[config.mk]
export PLATFORM = sky130hd
export DESIGN_NAME = mul_seq_gen
export DESIGN_NICKNAME = d
export VERILOG_FILES = /design/src/rtl/mul_seq_gen_pkg.sv /design/src/rtl/mul_seq_gen_offs.sv /design/src/rtl/mul_seq_gen.sv
export SDC_FILE = /design/constraint.sdc
export NUM_CORES = 1
export LEC_CHECK = 0
export CAP_MARGIN = 20
export CORE_ASPECT_RATIO = 0.75
export CORE_MARGIN = 10
export CORE_UTILIZATION = 56
export DETAILED_ROUTE_END_ITERATION = 8
export DONT_BUFFER_PORTS = 1
export GPL_ROUTABILITY_DRIVEN = 1
export HOLD_SLACK_MARGIN = 0.06
export PLACE_DENSITY_LB_ADDON = 0.3
export SYNTH_ARGS = -nofsm -noshare
export SYNTH_HDL_FRONTEND = slang
export SYNTH_SLANG_ARGS = --single-unit
export TNS_END_PERCENT = 10
[constraint.sdc]
create_clock -name clk -period 2 [get_ports clk]
set_input_delay 0.2 -clock clk [delete_from_list [all_inputs] [get_ports clk]]
set_output_delay 0.2 -clock clk [all_outputs]
set_load 0.02 [all_outputs]
[src/rtl/mul_seq_gen_pkg.sv]
// Shared types and elaboration helpers for the multiplier-sequence generator.
package mul_seq_gen_pkg;

  typedef enum logic [1:0] {
    IDLE = 2'd0,
    RUN  = 2'd1,
    PREP = 2'd2
  } state_e;

  function automatic bit is_pow2(input int v);
    return (v > 0) && ((v & (v - 1)) == 0);
  endfunction

endpackage

[src/rtl/mul_seq_gen_offs.sv]
// Lane offset table X*0..X*(LANES-1) plus beat stride X*LANES, multiplier-free:
// power-of-two lanes are pure shifts, the rest add X to the previous lane.
module mul_seq_gen_offs
  import mul_seq_gen_pkg::*;
#(
  parameter int DATA_IN_W  = 8,
  parameter int DATA_OUT_W = 13,
  parameter int LANES      = 4
) (
  input  logic [DATA_IN_W-1:0]              base,
  output logic [LANES-1:0][DATA_OUT_W-1:0]  offs,
  output logic [DATA_OUT_W-1:0]             step
);

  logic [DATA_OUT_W-1:0] base_ext;
  assign base_ext = DATA_OUT_W'(base);

  for (genvar j = 0; j < LANES; j++) begin : g_lane
    if (j == 0) begin : g_zero
      assign offs[j] = '0;
    end else if (is_pow2(j)) begin : g_shift
      assign offs[j] = base_ext << $clog2(j);
    end else begin : g_add
      assign offs[j] = offs[j-1] + base_ext;
    end
  end

  if (is_pow2(LANES)) begin : g_step_shift
    assign step = base_ext << $clog2(LANES);
  end else begin : g_step_add
    assign step = offs[LANES-1] + base_ext;
  end

endmodule

[src/rtl/mul_seq_gen.sv]
// Streaming multi-lane generator of X*k sequences (one accumulator + offset table).
// Optional start index behind `MUL_SEQ_GEN_START_EN` (adds cmd_start and a PREP state).
module mul_seq_gen
  import mul_seq_gen_pkg::*;
#(
  parameter int DATA_IN_W   = 8,
  parameter int SEQ_LEN_MAX = 32,
  parameter int LANES       = 4,
  parameter int LEN_W       = $clog2(SEQ_LEN_MAX + 1),
  parameter int DATA_OUT_W  = DATA_IN_W + $clog2(SEQ_LEN_MAX)
) (
  input  logic                             clk,
  input  logic                             rst_n,
  input  logic                             cmd_valid,
  output logic                             cmd_ready,
  input  logic [DATA_IN_W-1:0]             cmd_base,
  input  logic [LEN_W-1:0]                 cmd_len,
`ifdef MUL_SEQ_GEN_START_EN
  input  logic [LEN_W-1:0]                 cmd_start,
`endif
  output logic                             out_valid,
  input  logic                             out_ready,
  output logic [LANES-1:0][DATA_OUT_W-1:0] out_data,
  output logic [LANES-1:0]                 out_mask,
  output logic                             out_last
);

`ifdef MUL_SEQ_GEN_START_EN
  localparam state_e LOAD_ST = PREP;
`else
  localparam state_e LOAD_ST = RUN;
`endif
  localparam logic [LEN_W-1:0] LEN_MAX = LEN_W'(SEQ_LEN_MAX);
  localparam logic [LEN_W-1:0] LANES_L = LEN_W'(LANES);

  state_e                           state_q, state_d;
  logic [DATA_OUT_W-1:0]            acc_q, acc_d, step_q, step_d, step_w;
  logic [LEN_W-1:0]                 rem_q, rem_d, len_sat, n_eff;
  logic [LANES-1:0][DATA_OUT_W-1:0] offs_q, offs_d, offs_w;
  logic                             run, beat_hs, last_hs, cmd_acc, load;
`ifdef MUL_SEQ_GEN_START_EN
  logic [LEN_W-1:0]                 start_q, start_d, cnt_q, cnt_d, avail;
  logic [DATA_IN_W-1:0]             base_q, base_d;
`endif

  mul_seq_gen_offs #(
    .DATA_IN_W (DATA_IN_W),
    .DATA_OUT_W(DATA_OUT_W),
    .LANES     (LANES)
  ) u_offs (
    .base(cmd_base),
    .offs(offs_w),
    .step(step_w)
  );

  // Effective element count after saturation (and start-index clamping).
  always_comb begin
    len_sat = (cmd_len > LEN_MAX) ? LEN_MAX : cmd_len;
    n_eff   = len_sat;
`ifdef MUL_SEQ_GEN_START_EN
    avail = '0;
    if (cmd_start >= LEN_MAX) begin
      n_eff = '0;
    end else begin
      avail = LEN_MAX - cmd_start;
      n_eff = (len_sat > avail) ? avail : len_sat;
    end
`endif
  end

  assign run     = (state_q == RUN);
  assign beat_hs = run && out_ready;
  assign last_hs = beat_hs && out_last;
  assign cmd_acc = cmd_valid && cmd_ready;
  assign load    = cmd_acc && (n_eff != '0);

  always_ff @(posedge clk or negedge rst_n) begin
    if (!rst_n) begin
      state_q <= IDLE;
      acc_q   <= '0;
      step_q  <= '0;
      rem_q   <= '0;
      offs_q  <= '0;
`ifdef MUL_SEQ_GEN_START_EN
      start_q <= '0;
      cnt_q   <= '0;
      base_q  <= '0;
`endif
    end else begin
      state_q <= state_d;
      acc_q   <= acc_d;
      step_q  <= step_d;
      rem_q   <= rem_d;
      offs_q  <= offs_d;
`ifdef MUL_SEQ_GEN_START_EN
      start_q <= start_d;
      cnt_q   <= cnt_d;
      base_q  <= base_d;
`endif
    end
  end

  always_comb begin
    state_d = state_q;
    unique case (state_q)
      IDLE: if (load) state_d = LOAD_ST;
      RUN:  if (last_hs) state_d = load ? LOAD_ST : IDLE;
`ifdef MUL_SEQ_GEN_START_EN
      PREP: if (cnt_q == '0) state_d = RUN;
`endif
      default: state_d = IDLE;
    endcase
  end

  // Accept and beat advance are exclusive: cmd_ready is only high in RUN on the last beat.
  always_comb begin
    acc_d   = acc_q;
    step_d  = step_q;
    rem_d   = rem_q;
    offs_d  = offs_q;
`ifdef MUL_SEQ_GEN_START_EN
    start_d = start_q;
    cnt_d   = cnt_q;
    base_d  = base_q;
`endif
    if (load) begin
      acc_d  = '0;
      step_d = step_w;
      rem_d  = n_eff;
      offs_d = offs_w;
`ifdef MUL_SEQ_GEN_START_EN
      start_d = cmd_start;
      cnt_d   = LEN_W'(LEN_W - 1);
      base_d  = cmd_base;
`endif
    end else if (last_hs) begin
      acc_d = '0;
      rem_d = '0;
    end else if (beat_hs) begin
      acc_d = acc_q + step_q;
      rem_d = rem_q - LANES_L;
    end
`ifdef MUL_SEQ_GEN_START_EN
    // MSB-first shift-add builds X*S one bit per cycle.
    else if (state_q == PREP) begin
      acc_d = (acc_q << 1) + (start_q[cnt_q] ? DATA_OUT_W'(base_q) : '0);
      cnt_d = cnt_q - 1'b1;
    end
`endif
  end

  always_comb begin
    out_valid = run;
    out_last  = run && (rem_q <= LANES_L);
    for (int j = 0; j < LANES; j++) begin
      out_mask[j] = run && (LEN_W'(j) < rem_q);
      out_data[j] = out_mask[j] ? (acc_q + offs_q[j]) : '0;
    end
    cmd_ready = rst_n && ((state_q == IDLE) || last_hs);
  end

endmodule

==> results.txt <==
die footprint - 0.00942 mm^2
Syn Inst Count - 407
drt total wl - 14500 um
FF-to-FF path depth - 8
CP Cell Sequence - buf_6 -> ha_4 -> o21ai_4 -> nand2b_4 -> buf_4 -> buf_4 -> a31oi_2 -> xor2_1 -> nor2_1 -> buf_4
Routed Antenna Nets - 0
fin worst setup slack - -0.477 ns
global-route wire length before repair - 19400 um
grt total ovfl - 0
Total Nets Final - 597
CTS H-tree depth - 2
Antenna Cells - 0
Slew Limit Fails - 0
Crit. End Element - output port
CP startpoint kind - flip-flop
I/O pin cnt - 77
Max-Cap Viols - 0
failing checks - setup timing
IO buf count - 0
async set-or-reset flop fraction in the synthesized netlist - 100%
total number of vias - 4133
crit path max fanout - 4
number of global-route vias before repair - 3841
CTS tree - yes
slowest stage delay, CP - 0.46 ns
count of different cell masters after synthesis - 56
Yosys warning count - 0
CTS Sinks - 35
WL/cell - 23.6 um
CP arrival - 2.28 ns
Adder-Cell Fraction of Synth Area - 16.7%
status - finished, violations left
Post-synth EDFFs - 0
Die Y - 86.6 um
Core Region - 0.00577 mm^2
area delta synth->final - 52.4%
row count - 24
final hold vios - 0
final std cells w/o fill - 613
CP Depth - 10
crit path buf inv count - 4
largest delay contributor family on the critical path - buffers and inverters
Starting DRT DRC Count - 534
Placed Area - 0.00423 mm^2
fill cell count - 258
Clk pin slew, worst setup/hold paths - 0.07 ns
Fin Hold WS - 0.103 ns
Global Route Usage Sum - 25.6%
Final period util - 124%
min Tclk post-route - 2.48 ns
HPWL after DPL - 8130 um
pin count of the biggest net entering global routing - 36
share of cells above drive strength 1 - 41.3%
Simple-Gate Fraction of Synth Area - 23.4%
total CTS buffers - 5
DRT Pass-1 Iters - 6
mux contribution to synthesized area - 0.340%
Synth Cell Area - 0.00331 mm^2
Root Driver - clkbuf_8
sequential area share after synthesis - 26.5%
Critical Setup Path Class - flip-flop to output port
initial antenna violation count - 0
syn avg cell area - 8.13 um^2
RSZ-0062 raised after global routing - yes
Initial Util - 57.4%
Worst-Margin Slew - 0.783 ns
WP data required - 1.80 ns
worst hold stages - 2
slowest CP cell - dfrtp_2
main combinational cell family by area after synthesis - simple AND/OR/NAND/NOR gates
fmax - 0.404 GHz
clock latency at the later pin of the worst-skew pair - 0.30 ns
# setup viols final - 35
cell with the most instances on the worst path - buf_4
Design Area, Final - 0.00504 mm^2
clk buf depth - 2
clk_skew - 0.00882 ns
GPL Wtd Cong - 0.931
via/cell ratio - 6.74
Tightest Hold Check Type - input port to flip-flop
Top FF cell, synth - dfrtp_1
Synth Area in XOR/XNOR - 6.35%
# DRC - 0
die width - 109 um
flops & latches, synth - 35
post-synthesis compound-gate area fraction - 22.0%
Rel. slew slack - 47.6%
cell count after placement - 583
## final cells by class
class | instances | area, um^2 | share of cell area (%)
Clock buffer | 6 | 72.6 | 1.44
Multi-Input combinational cell | 339 | 2830 | 56.2
Timing Repair Buffer | 134 | 1070 | 21.3
Tap cell | 78 | 97.6 | 1.94
Sequential cell | 35 | 886 | 17.6
Inverter | 21 | 78.8 | 1.56
## cells in the mapped netlist (2+ instances only)
master	count	area share [%]
nand2b_1	4	0.76
and2_1	8	1.5
o21ai_0	32	4.8
a221oi_1	2	0.53
ha_1	41	16
nor3_1	12	1.8
nand2_1	43	4.9
o21bai_1	3	0.68
a211oi_1	5	1.1
o211ai_1	2	0.45
a22o_1	4	1.1
clkbuf_1	6	0.68
xnor2_1	11	2.9
fa_1	2	1.2
o22ai_1	2	0.38
o31ai_1	3	0.68
buf_2	3	0.45
a31oi_1	2	0.38
a21oi_1	20	3.0
o21a_1	10	2.3
a21o_1	5	1.1
buf_4	5	1.1
or4_1	3	0.68
xor2_1	13	3.4
inv_1	21	2.4
nor2b_1	16	3.0
nor3b_1	2	0.45
nand3_1	9	1.4
a211o_1	3	0.79
o31a_1	2	0.53
nand4_1	2	0.38
or3_1	12	2.3
nor2_1	41	4.7
dfrtp_1	35	26
and3_1	2	0.38
## through the flow
step           utilization (%)  worst slack (ns)  TNS [ns]
6_report                  87.5            -0.477     -9.95
5_1_grt                   87.5            -0.509    -11.89
4_1_cts                   82.7            -0.384     -7.11
3_5_place_dp              73.3            -0.292     -3.35
3_3_place_gp              73.3            -0.154     -1.74
2_1_floorplan                -            -0.122     -2.12
## cell families (layout without fill, tap and decap cells)
family                   after synthesis  in the layout
flip-flops                            35             35
buffers and inverters                 35            161
XOR/XNOR                              24             24
multiplexers                           1              1
other                                  1              3
AO/OA/AOI/OAI                        109            109
adder cells (fa/ha/maj)               43             43
AND/OR/NAND/NOR                      159            159
## what timing repair did
action / 4_1_cts / 5_1_grt
setup buffers: 9 / 3
gates cloned: 0 / 0
hold buffers: 12 / 1
resized for setup: 54 / 54
setup endpoints to repair: 38 / 72
endpoints found under the hold margin: 45 / 1
pin swaps: 28 / 27
## cells in the final DEF, fill, tap and decap left out, types with 6 or more instances in the layout
cell and count:
a21oi_1 8, a21oi_2 8, and2_1 6, buf_4 114
buf_6 7, dfrtp_1 27, dfrtp_2 8, dlygate4sd3_1 12
ha_1 25, ha_4 11, inv_1 15, inv_2 6
nand2_1 41, nand3_1 7, nor2_1 37, nor2b_1 15
nor3_1 7, o21a_1 8, o21ai_0 23, or3_1 8
xnor2_1 10, xor2_1 13
## worst paths after layout
check | slack, ns | start | endpoint
min reg2reg | 0.50 | offs_q[46]$_DFFE_PN0P_ | offs_q[46]$_DFFE_PN0P_
max | -0.48 | acc_q[6]$_DFFE_PN0P_ | out_data[48]
min | 0.10 | cmd_base[6] | step_q[8]$_DFFE_PN0P_
min in group asynchronous | 0.38 | rst_n | rem_q[2]$_DFFE_PN0P_
max in group asynchronous | 1.40 | rst_n | step_q[5]$_DFFE_PN0P_
max reg2reg | -0.35 | acc_q[2]$_DFFE_PN0P_ | acc_q[12]$_DFFE_PN0P_
## flip-flops by register name, indices dropped and copies added, names as in the netlist
register / flops
offs_q: 9
rem_q: 6
acc_q: 11
state_q: 1
step_q: 8
## layer usage
metal  up-vias  GRT usage [%]  wire (um)
met5         -              0          0
met4         0           12.7        977
met3       124           7.93       1800
met2       376           43.2       6600
met1      1933           28.6       5110
li1       1700              -          -
Power is not shown: default switching activity piles up to over one toggle a cycle in this logic, so the estimate is an artifact.
